--- src/rtl/ysyx_24100005_pkg.sv ---
// Shared definitions for the ysyx_24100005 fetch unit.
//   ifu_state_t      : fetch FSM state encoding (FETCH / WAIT / HOLD)
//   DEFAULT_RESET_PC : PC loaded on reset
//   INST_W           : address / instruction width
package ysyx_24100005_pkg;

  localparam int unsigned INST_W = 32;

  localparam logic [INST_W-1:0] DEFAULT_RESET_PC = 32'h8000_0000;

  typedef enum logic [1:0] {
    IFU_FETCH = 2'd0,
    IFU_WAIT  = 2'd1,
    IFU_HOLD  = 2'd2
  } ifu_state_t;

endpackage

--- src/rtl/ysyx_24100005_ifu.sv ---
// Instruction fetch unit: owns the PC, issues one word fetch at a time to
// instruction memory, holds the returned word for the downstream stage and
// squashes stale fetches on redirect.
// Ports:
//   clk, rst (async, active low)
//   imem_req_valid/ready/addr : fetch request channel
//   imem_rsp_valid/data       : fetch response (valid only, no backpressure)
//   inst_valid/ready, inst, pc: {inst, pc} to decode/execute
//   redirect_valid/pc         : single-cycle PC redirect from downstream
//   misalign_err              : sticky, redirect target not word aligned
//   fetch_cnt                 : instructions delivered
module ysyx_24100005_ifu
  import ysyx_24100005_pkg::*;
#(
  parameter int unsigned       XLEN     = INST_W,
  parameter logic [XLEN-1:0]   RESET_PC = DEFAULT_RESET_PC
) (
  input  logic            clk,
  input  logic            rst,
  output logic            imem_req_valid,
  input  logic            imem_req_ready,
  output logic [XLEN-1:0] imem_req_addr,
  input  logic            imem_rsp_valid,
  input  logic [XLEN-1:0] imem_rsp_data,
  output logic            inst_valid,
  input  logic            inst_ready,
  output logic [XLEN-1:0] inst,
  output logic [XLEN-1:0] pc,
  input  logic            redirect_valid,
  input  logic [XLEN-1:0] redirect_pc,
  output logic            misalign_err,
  output logic [31:0]     fetch_cnt
);

  ifu_state_t      state;
  logic [XLEN-1:0] fpc;
  logic            drop;
  logic [XLEN-1:0] inst_q;
  logic [XLEN-1:0] pc_q;
  logic [XLEN-1:0] redirect_tgt;

  assign redirect_tgt = redirect_pc & {{(XLEN-2){1'b1}}, 2'b00};

  // State already reads FETCH during reset; gating with rst keeps the
  // request low until reset is released.
  assign imem_req_valid = rst && (state == IFU_FETCH);
  assign imem_req_addr  = fpc;
  assign inst_valid     = (state == IFU_HOLD) && !redirect_valid;
  assign inst           = inst_q;
  assign pc             = pc_q;

  always_ff @(posedge clk or negedge rst) begin
    if (!rst) begin
      state        <= IFU_FETCH;
      fpc          <= RESET_PC;
      drop         <= 1'b0;
      inst_q       <= '0;
      pc_q         <= '0;
      misalign_err <= 1'b0;
      fetch_cnt    <= '0;
    end else begin
      if (redirect_valid && (redirect_pc[1:0] != 2'b00))
        misalign_err <= 1'b1;

      case (state)
        IFU_FETCH: begin
          if (redirect_valid)
            fpc <= redirect_tgt;
          if (imem_req_ready) begin
            state <= IFU_WAIT;
            // The request just issued used the old fpc; its data is stale.
            if (redirect_valid)
              drop <= 1'b1;
          end
        end

        IFU_WAIT: begin
          if (imem_rsp_valid) begin
            state <= IFU_FETCH;
            if (redirect_valid) begin
              fpc  <= redirect_tgt;
              drop <= 1'b0;
            end else if (drop) begin
              drop <= 1'b0;
            end else begin
              inst_q <= imem_rsp_data;
              pc_q   <= fpc;
              state  <= IFU_HOLD;
            end
          end else if (redirect_valid) begin
            fpc  <= redirect_tgt;
            drop <= 1'b1;
          end
        end

        IFU_HOLD: begin
          if (redirect_valid) begin
            fpc   <= redirect_tgt;
            state <= IFU_FETCH;
          end else if (inst_ready) begin
            fpc       <= fpc + XLEN'(4);
            fetch_cnt <= fetch_cnt + 32'd1;
            state     <= IFU_FETCH;
          end
        end

        default: state <= IFU_FETCH;
      endcase
    end
  end

endmodule

--- config.mk ---
export PLATFORM = sky130hd
export DESIGN_NAME = ysyx_24100005_ifu
export DESIGN_NICKNAME = d
export VERILOG_FILES = /design/src/rtl/ysyx_24100005_pkg.sv /design/src/rtl/ysyx_24100005_ifu.sv
export SDC_FILE = /design/constraint.sdc
export NUM_CORES = 1
export LEC_CHECK = 0
export ABC_AREA = 1
export ABC_CLOCK_PERIOD_IN_PS = 2500
export CORE_UTILIZATION = 40
export CTS_CLUSTER_DIAMETER = 40
export DETAILED_ROUTE_END_ITERATION = 6
export DONT_BUFFER_PORTS = 1
export PLACE_DENSITY = 0.65
export SYNTH_ARGS = -nofsm -noshare
export SYNTH_HDL_FRONTEND = slang
export SYNTH_SLANG_ARGS = --single-unit
--- constraint.sdc ---
create_clock -name clk -period 2.5 [get_ports clk]
set_input_delay 0.75 -clock clk [delete_from_list [all_inputs] [get_ports clk]]
set_output_delay 0.75 -clock clk [all_outputs]
set_load 0.05 [all_outputs]
# After elaboration in Yosys (flattened, before gate mapping)
# Index checks and enable logic that the tools add are counted.
dict set report word_totals {
  out_inout_bits 131
  reg_bits 132
  elab_cells 46
}
dict set report op_classes {
  n_mux 15
  n_bitwise 2
  add_sub_neg 2
  n_reduce_logical 14
  n_eq_ne 6
}
# op count
set ops {}
lappend ops {{two-way mux 32 bit} 3}
lappend ops {{case mux 32 bit (2 select lines)} 1}
lappend ops {{adder 32 x 1 -> 32 bit (second input constant)} 1}
lappend ops {{adder 32 x 3 -> 32 bit (second input constant)} 1}
lappend ops {{two-way mux 2 bit} 6}
lappend ops {{AND reduction 3 bit} 3}
lappend ops {{case mux 2 bit (3 select lines)} 1}
lappend ops {{nonzero test 2 bit} 3}
lappend ops {{!= test 2 bit (second input constant)} 2}
lappend ops {{AND reduction 4 bit} 1}
lappend ops {{logical AND 1 bit} 3}
lappend ops {{two-way mux 1 bit} 3}
lappend ops {{!= test 3 bit (second input constant)} 1}
lappend ops {{equality test 2 x 1 -> 1 bit (second input constant)} 1}
lappend ops {{equality test 2 bit (second input constant)} 1}
lappend ops {{logical NOT 2 bit} 1}
lappend ops {{!= test 2 x 1 -> 1 bit (second input constant)} 1}
lappend ops {{NOT 1 bit} 2}
lappend ops {{case mux 1 bit (2 select lines)} 1}
lappend ops {{AND reduction 2 bit} 1}
lappend ops {{OR reduction 2 bit} 1}
lappend ops {{logical NOT 1 bit} 1}

# Logic depth before layout (Yosys ltp)
dict set report logic_depth {
  word_depth 4
  ltp_mapped 10
}

# Worst setup path after synthesis
# Ideal clock, no wire load.
dict set report synth_timing {
  path_type {in2out}
  startpoint {in rst}
  endpoint {out imem_req_valid}
  t_arrival_ps 1896
  required_time_ps 1750
  cell_stages 1
  setup_slack_ps -146
  path_cell_list {nor3b_1}
}
dict set report synth_between {
  elab_chain_len 1
}
# element line
set synth_lines {}
lappend synth_lines {{start, declared} ysyx_24100005_ifu.sv:19} ;# input logic rst,
lappend synth_lines {{logical AND 1 bit} ysyx_24100005_ifu.sv:46} ;# assign imem_req_valid = rst && (state == IFU_FETCH);
lappend synth_lines {{end, declared} ysyx_24100005_ifu.sv:20} ;# output logic imem_req_valid,
# Every way passes these cells.

# Worst setup path in the final report
dict set report layout_timing {
  startpoint {reg state[0]}
  endpoint {out inst_valid}
}
dict set report layout_between {
  elab_chain_len 2
}
# element line
set layout_lines {}
lappend layout_lines {{start, declared} ysyx_24100005_ifu.sv:35} ;# ifu_state_t state;
lappend layout_lines {{start signal, assigned} ysyx_24100005_ifu.sv:54} ;# state <= IFU_FETCH;
lappend layout_lines {{start signal, assigned} ysyx_24100005_ifu.sv:70} ;# state <= IFU_WAIT;
lappend layout_lines {{start signal, assigned} ysyx_24100005_ifu.sv:79} ;# state <= IFU_FETCH;
lappend layout_lines {{equality test 2 bit} ysyx_24100005_ifu.sv:48} ;# assign inst_valid = (state == IFU_HOLD) && !redirect_valid;
lappend layout_lines {{logical AND 1 bit} ysyx_24100005_ifu.sv:48}
lappend layout_lines {{end, declared} ysyx_24100005_ifu.sv:25} ;# output logic inst_valid,
# Every way passes these cells.

==> reports/results.ini <==
[setup_path]
path_class=reg -> out
critPathLaunchType=flop
slowest_stage=dfrtp_1
worstPathCellList=inv_1 > nand3_1 > inv_2
crit_required_ps=1750
crit_fanout=8
arrival_ps=1450
critical-path-max-stage-delay_ps=380
crit_path_end_kind=primary output
rrSetupSlack_ps=590

[power]
swShare=0.501
p_total_mw=9.71
switchingPower_mw=4.86
clockPowerShare=0.241
ir_drop_v=0.000624
power.density_nw_per_um2=1260
p_int_mw=4.85
comb_power_share=0.203
leakagePower_nw=3.55
seq_power_share=0.556

[floorplan]
fp.dieArea_um2=16900
start_util=0.412
core_um2=15900
row_count=46
die_h_um=130
dieWidth_um=130
io_pins=201

[route]
first_iter_violations=360
drc=0
drtPass1Iterations=5
drt_wl_total_mm=17.9
ant_nets=0
vias_per_cell=5.00
wl_per_cell_um=16.5
vias=5432

[cells_and_area]
layoutNonFillerInstCount=1086
mostFrequentLayoutCells=262 x nand2_1, 127 x dfrtp_1, 98 x nor2_1
final_common_cell=nand2_1
fillers=1569
final_nets=929
ff_latch_area_um2=3200
fin_util=0.482
areaGrowthSynthToFinish_pct=17.0
drive_gt1_frac=0.163
multi_input_area_um2=3020
fin_area_um2=7680

[synthesis]
syn_area_um2=6570
ys_seq_area_frac=0.488
ys_warn_count=0
synth.avg_cell_area_um2=8.09
synth_cell_type_count=36
synth_cells=812
synth_seq_cells=128

[grt]
grt_usage=0.225
antenna_found_initial=1
grt_pass1_vias=5407
grt_overflow_total=0
grt_max_degree=130
grt_first_pass_wirelength_mm=28.7

[placed_design]
port_buffers=0
place_inst=1054
gp_congestion=0.913
place_area_um2=7130
dp_slack_ps=343
hpwl_mm=13.3

[clocking]
clock_latency_ps=430
cts_resized=0
clk_pin_slew_ps=50
cts_made_buffers=17
cts_setup_buffers=0
h-tree-depth=4
cts_tree=yes
clk_path_buf_depth=2
ctsHoldBuffers=0
cts-root-buf=clkbuf_16
cts_sinks=128

[flow_run]
maxCapViolCount=0

[sta]
period_needed_ps=2200
setup_viol=0
worstMarginPinSlew_ps=661
drv_slew=0
finalWorstSetupSlack_ps=301
maxSlewHeadroom=0.559
tns_ps=0
rsz0062_at_grt=no
finalHoldViolCount=0
hold_slack_ps=22.1
skew_ps=9.40
period_share=0.880
fmax_ghz=0.455

[status]
outcome=finished, final reports clean

[hold_path]
hold_path_class=in -> async

layer usage:
layer / routed length (um) / share of wire / up-vias / GRT usage
met5: 0 / 0 / - / 0
met4: 354 / 0.020 / 0 / 0.0828
met3: 1560 / 0.087 / 29 / 0.0845
met2: 8760 / 0.49 / 180 / 0.379
met1: 7210 / 0.40 / 2540 / 0.261
li1: - / - / 2683 / -
registers in the layout (all words and copies together) (netlist names):
register / cells
imem_req_addr: 30
state: 2
misalign_err: 1
drop: 1
fetch_cnt: 32
inst: 32
pc: 30
critical path, delay by kind of cell, from the launching register on:
kind / cells / cell delay, ps
buffers and inverters: 2 / 480
DFF: 1 / 380
and+or+nand+nor: 1 / 150
power groups by stage:
stage,Combinational [mW],Clock (mW),Sequential (mW)
global route,2.19,2.49,5.48
global placement,1.92,0,5.44
floorplan,1.08,0,5.61
detailed placement,1.97,0,5.46
CTS,1.98,2.40,5.42
finish,1.97,2.34,5.39
worst paths after layout:
kind,from,endpoint,depth (start not counted)
max in group asynchronous,rst,imem_req_addr[31],0
min reg2reg,fetch_cnt[0],fetch_cnt[0],1
max,state[0],inst_valid,3
min,rst,inst[21],0
max reg2reg,fetch_cnt[6],fetch_cnt[29],6
min in group clk,imem_rsp_valid,drop,1
layout make-up:
cell class,instances,area share
Sequential cell,128,0.417
Multi-Input combinational cell,599,0.393
Clock buffer,19,0.0576
Timing Repair Buffer,50,0.0521
Tap cell,216,0.0352
Inverter,61,0.0298
Clock inverter,12,0.0147
Antenna cell,1,0.000326
kinds of logic (layout without fill, tap and decap cells):
kind of cell	Yosys count	in the layout	share of synthesized area
compound gates	85	85	0.0714
xor+xnor	25	25	0.0333
fa+ha+maj	2	2	0.00381
buf+inv	88	142	0.0564
flops	128	128	0.488
mux	38	38	0.0652
other cells	1	5	0.000571
simple gates	445	445	0.281
Yosys cell counts, drive strengths merged:
| master | count | share of area |
|---|---|---|
| nand3b | 4 | 0.0046 |
| clkbuf | 4 | 0.0023 |
| dfrtp | 127 | 0.48 |
| inv | 61 | 0.035 |
| a31oi | 1 | 0.00095 |
| buf | 23 | 0.019 |
| dfstp | 1 | 0.0040 |
| or2 | 8 | 0.0076 |
| o21a | 13 | 0.015 |
| ha | 2 | 0.0038 |
| nor3b | 1 | 0.0011 |
| and2 | 1 | 0.00095 |
| a211oi | 1 | 0.0011 |
| o21ai | 52 | 0.040 |
| nor2 | 104 | 0.065 |
| nor3 | 1 | 0.00076 |
| o21bai | 1 | 0.0011 |
| a22oi | 1 | 0.0011 |
| conb | 1 | 0.00057 |
| xor2 | 11 | 0.015 |
| xnor2 | 14 | 0.019 |
| mux2 | 38 | 0.065 |
| nand4 | 3 | 0.0029 |
| a21oi | 14 | 0.011 |
| o22ai | 2 | 0.0019 |
| nand2 | 264 | 0.15 |
| nand3 | 59 | 0.046 |
Power figures use the tool's default switching activity.
